## config.mk

```make
export PLATFORM = sky130hd
export DESIGN_NAME = ldm_sequencer
export DESIGN_NICKNAME = d
export VERILOG_FILES = /design/src/rtl/ldm_sequencer.sv
export SDC_FILE = /design/constraint.sdc
export NUM_CORES = 1
export LEC_CHECK = 0
export BUFFER_PORTS_ARGS = -buffer_cell sky130_fd_sc_hd__buf_2
export CORE_UTILIZATION = 50
export CTS_CLUSTER_SIZE = 20
export DETAILED_ROUTE_END_ITERATION = 7
export GPL_TIMING_DRIVEN = 0
export PLACE_DENSITY = 0.74
export SLEW_MARGIN = 15
export SYNTH_ARGS = -nofsm -noshare
export SYNTH_HDL_FRONTEND = slang
export SYNTH_SLANG_ARGS = --single-unit
```

## constraint.sdc

```tcl
create_clock -name clk -period 17.9 [get_ports clk]
set_input_delay 5.37 -clock clk [delete_from_list [all_inputs] [get_ports clk]]
set_output_delay 5.37 -clock clk [all_outputs]
set_load 0.03 [all_outputs]
```

## src/rtl/ldm_sequencer.sv

```systemverilog
// Decode-stage LDM/STM expander: issues one single-register load/store micro-op
// per cycle, lowest register first, stalling Fetch/Decode until the last one.
module ldm_sequencer (
  input  logic        clk,
  input  logic        reset_n,
  input  logic        armD,
  input  logic        validD,
  input  logic [31:0] instrD,
  input  logic        stallD,
  input  logic        flushD,
  output logic        seq_stall,
  output logic        uop_valid,
  output logic [3:0]  uop_reg,
  output logic        uop_load,
  output logic        uop_first,
  output logic        uop_last,
  output logic [31:0] uop_offset,
  output logic        uop_wb,
  output logic [31:0] wb_offset
);

  typedef enum logic {IDLE, SEQ} state_e;

  typedef struct packed {
    logic        stall;
    logic        valid;
    logic [3:0]  rd;
    logic        load;
    logic        first;
    logic        last;
    logic [31:0] offset;
    logic        wb;
    logic [31:0] wboff;
  } uop_t;

  state_e      state_q, state_d;
  logic [15:0] mask_q, mask_d;
  logic [31:0] off_q, off_d;
  logic [31:0] wboff_q, wboff_d;
  logic        load_q, load_d;
  logic        wb_q, wb_d;
  uop_t        hold_q, hold_d;

  logic        detect;
  logic [4:0]  cnt;
  logic [31:0] four_n;
  logic [31:0] start_off;
  logic [15:0] src_mask;
  logic [15:0] rest;
  logic [31:0] src_off;
  logic [31:0] src_wboff;
  logic        src_load;
  logic        src_wb;
  logic        first;
  logic        active;
  logic        is_last;
  logic        found;
  logic [3:0]  idx;
  uop_t        cur;
  uop_t        outp;
  uop_t        drv;

  // Condition field and S bit play no part in sequencing.
  logic unused_bits;
  assign unused_bits = ^{instrD[31:28], instrD[22]};

  always_comb begin : decode
    detect = armD & validD & (instrD[27:25] == 3'b100);
    cnt    = '0;
    for (int unsigned i = 0; i < 16; i++) begin
      cnt = cnt + 5'(instrD[i]);
    end
    four_n    = {25'd0, cnt, 2'b00};
    start_off = (instrD[23] ? 32'd0 : -four_n)
              + ((instrD[24] == instrD[23]) ? 32'd4 : 32'd0);
  end

  always_comb begin : select
    if (state_q == SEQ) begin
      src_mask  = mask_q;
      src_off   = off_q;
      src_load  = load_q;
      src_wb    = wb_q;
      src_wboff = wboff_q;
      first     = 1'b0;
      active    = (mask_q != '0);
    end else begin
      src_mask  = instrD[15:0];
      src_off   = start_off;
      src_load  = instrD[20];
      src_wb    = instrD[21];
      src_wboff = instrD[23] ? four_n : -four_n;
      first     = 1'b1;
      active    = detect & (cnt != '0);
    end
    rest    = src_mask & (src_mask - 16'd1);
    is_last = (rest == '0);
    idx     = '0;
    found   = 1'b0;
    for (int unsigned i = 0; i < 16; i++) begin
      if (src_mask[i] && !found) begin
        idx   = 4'(i);
        found = 1'b1;
      end
    end
    cur = '0;
    if (active) begin
      cur.stall  = ~is_last;
      cur.valid  = 1'b1;
      cur.rd     = idx;
      cur.load   = src_load;
      cur.first  = first;
      cur.last   = is_last;
      cur.offset = src_off;
      cur.wb     = src_wb & is_last;
      cur.wboff  = src_wboff;
    end
  end

  // A stalled cycle replays the last issued outputs with valid dropped.
  always_comb begin : next_state
    state_d = state_q;
    mask_d  = mask_q;
    off_d   = off_q;
    wboff_d = wboff_q;
    load_d  = load_q;
    wb_d    = wb_q;
    hold_d  = hold_q;
    outp    = cur;
    if (flushD) begin
      state_d = IDLE;
      mask_d  = '0;
      outp    = '0;
      hold_d  = '0;
    end else if (stallD) begin
      outp       = hold_q;
      outp.valid = 1'b0;
    end else begin
      hold_d = cur;
      if (active && !is_last) begin
        state_d = SEQ;
        mask_d  = rest;
        off_d   = src_off + 32'd4;
        load_d  = src_load;
        wb_d    = src_wb;
        wboff_d = src_wboff;
      end else begin
        state_d = IDLE;
        mask_d  = '0;
      end
    end
    drv = reset_n ? outp : '0;
  end

  always_ff @(posedge clk or negedge reset_n) begin
    if (!reset_n) begin
      state_q <= IDLE;
      mask_q  <= '0;
      off_q   <= '0;
      wboff_q <= '0;
      load_q  <= 1'b0;
      wb_q    <= 1'b0;
      hold_q  <= '0;
    end else begin
      state_q <= state_d;
      mask_q  <= mask_d;
      off_q   <= off_d;
      wboff_q <= wboff_d;
      load_q  <= load_d;
      wb_q    <= wb_d;
      hold_q  <= hold_d;
    end
  end

  assign seq_stall  = drv.stall;
  assign uop_valid  = drv.valid;
  assign uop_reg    = drv.rd;
  assign uop_load   = drv.load;
  assign uop_first  = drv.first;
  assign uop_last   = drv.last;
  assign uop_offset = drv.offset;
  assign uop_wb     = drv.wb;
  assign wb_offset  = drv.wboff;

endmodule

```

==> flow_summary.yaml <==
place:
  place_hpwl_um: 18000
  place_inst: 1281
  gp_congestion: 0.946
  port_buffers: 101
  placed_cell_area_mm2: 0.00958
synthesis:
  netlist.area_leader.share: 0.440
  syn_nets: 1012
  synth_cells: 954
  synth_edf_count: 0
  postSynthAreaPerCell_um2: 9.17
  synth-async-reset-ratio: 1.00
  yosysUniqueCellTypes: 68
  yosys-top-cells-area: "dfrtp_1 (44%), and2_1 (6.1%), o21ai_0 (5.8%)"
  syn_area_mm2: 0.00875
  yosys_most_used_dff: "dfrtp_1"
  yosysWarnings: 0
  yosys.area.top_type: "dfrtp_1"
  ys_seq_area_frac: 0.440
  synth-seq-cells: 154
global_route:
  use_met2: 0.454
  grt_pass1_wl_um: 40600
  grt_busiest_layer: "met2"
  grt.met3_usage: 0.0563
  grt_pass1_vias: 7566
  met1_usage: 0.401
  grt_usage: 0.295
  grt-ovfl-total: 0
  antenna_found_initial: 0
  grt_max_degree: 98
die:
  pin_count: 112
  die_h_um: 134
  start_util: 0.509
  die_x_um: 134
  die-area_mm2: 0.0180
  rows: 48
  coreArea_mm2: 0.0172
clocking:
  cts_max_level: 4
  clockBufferDepth: 2
  clock_sinks: 154
  cts_tree: "yes"
  root_buffer: "clkbuf_16"
  cts_setup_buffers: 0
  path_clk_slew_ps: 60
  cts_resized: 0
  ctsHoldBuffers: 0
  cts_buffers: 17
  clock_latency_ps: 430
final_layout:
  layout_common_cells: "dfrtp_1 (154), nand2_1 (119), buf_2 (112)"
  final_cells: 1313
  final_common_cell: "dfrtp_1"
  final_net_count: 1133
  drive_gt1_frac: 0.154
  area_growth_pct: 15.9
  final_core_util: 0.590
  n_antenna_cell: 0
  final_cell_area_mm2: 0.0101
timing:
  slew_violations: 0
  max_slew_margin: 0.378
  rsz0062_at_grt: "no"
  fin_crit_sh: 0.968
  fin_crit_ps: 17320
  finalSetupTns_ps: 0
  hold_viol: 0
  fin_skew_ps: 7.64
  setup_viol: 0
  worst_pin_slew_ps: 928
  clock.fmax_mhz: 57.7
setup_path:
  cp.required_ps: 12530
  critPathArrivalTime_ps: 11950
  critPathMaxFanout: 10
  crit_type: "input pin to output pin"
  start_kind: "input pin"
  critPathCaptureType: "output pin"
drt:
  postRouteWirelength_um: 25300
  routedWlPerCell_um: 19.3
  firstDrtPassIters: 5
  drc: 0
  vias_per_cell: 5.89
  drtIter0Drc: 742
  final_antenna_net_count: 0
  vias: 7740
run_status:
  status: "finished, final reports clean"
power:
  p_leak_nw: 5.00
  vdd_drop_max_mv: 0.105
  power.density_mw_per_mm2: 120
hold_path:
  worstHoldPathType: "flop to flop"
job:
  maxCapViolations: 0
==> critical path: stages <==
cell	delay (ps)
buf_2	160
inv_1	80
fa_1	560
fa_1	440
fa_1	560
fa_1	440
inv_1	80
ha_1	180
inv_1	60
fa_1	520
ha_1	240
nor3b_1	240
ha_1	380
nor3_1	230
nor2_1	410
clkbuf_1	500
a31o_2	240
buf_2	270
clkbuf_1	480
nand2_1	120
and2_1	200
buf_2	170
==> through the flow <==
step	setup WS [ps]	power, W	hold slack, ps
after CTS	672	0.00122	474
after floorplan	2170	0.000761	439
after global placement	648	0.000860	453
final	579	0.00122	470
after detailed placement	680	0.000874	460
after global routing	279	0.00129	490
==> cell type report <==
type	count	area (µm²)
well taps	225	282
inverters	33	124
fillers	1530	7040
multi-input cells	706	4530
flip-flops and latches	154	3850
clock buffers	20	467
clock inverters	12	92.6
plain buffers	61	244
repair buffers	102	543
==> flip-flops by register name (all words and copies together) (netlist names) <==
| name | cells |
|---|---|
| wb_q | 1 |
| mask_q | 15 |
| hold_q | 72 |
| state_q | 1 |
| wboff_q | 32 |
| load_q | 1 |
| off_q | 32 |
==> cells by family (layout without fill, tap and decap cells) <==
kind of cell / after synthesis / after routing / share of synthesized area
adder cells (fa/ha/maj): 21 / 21 / 0.0383
multiplexers: 15 / 15 / 0.0179
AND/OR/NAND/NOR: 343 / 343 / 0.201
buffers and inverters: 94 / 228 / 0.0420
flip-flops: 154 / 154 / 0.440
AO/OA/AOI/OAI: 300 / 300 / 0.229
XOR/XNOR: 27 / 27 / 0.0317
==> routing by layer <==
layer / wire length [µm] / vias to the layer above
met4: 939 / 0
met2: 11600 / 339
met5: 0 / -
met3: 1790 / 69
met1: 11000 / 3736
li1: - / 3596
==> synthesized netlist by cell type (4+ instances only) <==
cell      instances
a21boi_0         14
a21o_1           38
a21oi_1          45
a22o_1           15
a22oi_1           6
a31oi_1           4
a32o_1           10
a32oi_1           5
and2_1           85
and3_1            6
buf_1             8
buf_2            12
clkbuf_1         41
dfrtp_1         154
fa_1             10
ha_1             10
inv_1            33
mux2_2            5
mux2i_1          10
nand2_1         119
nand2b_1          8
nand3_1          18
nand4_1           4
nor2_1           44
nor2b_1           9
nor3_1           18
nor3b_1           5
o211ai_1          7
o21a_1            9
o21ai_0         102
o22ai_1           6
o31ai_1          10
or3_1             4
xnor2_1          17
xor2_1            7
==> final timing paths <==
kind,startpoint,slack [ps],depth (start not counted),endpoint
setup reg to reg,state_q$_DFFE_PN0P_,13770,13,off_q[9]$_DFFE_PN0P_
hold reg to reg,wboff_q[25]$_DFFE_PN0P_,470,1,wboff_q[25]$_DFFE_PN0P_
hold / removal,wboff_q[25]$_DFFE_PN0P_,470,1,wboff_q[25]$_DFFE_PN0P_
setup / recovery,instrD[0],580,22,seq_stall
min in group asynchronous,reset_n,4960,1,hold_q[18]$_DFFE_PN0P_
max in group asynchronous,reset_n,12170,2,hold_q[34]$_DFFE_PN0P_
==> power by group <==
group          leakage (nW)  total, W  internal, W  switching, W
Combinational          2.64  0.000457     0.000180      0.000277
Sequential             2.11  0.000420     0.000393     0.0000272
Clock                 0.259  0.000342     0.000189      0.000152
Total                  5.00   0.00122     0.000762      0.000456
Power figures use the tool's default switching activity.
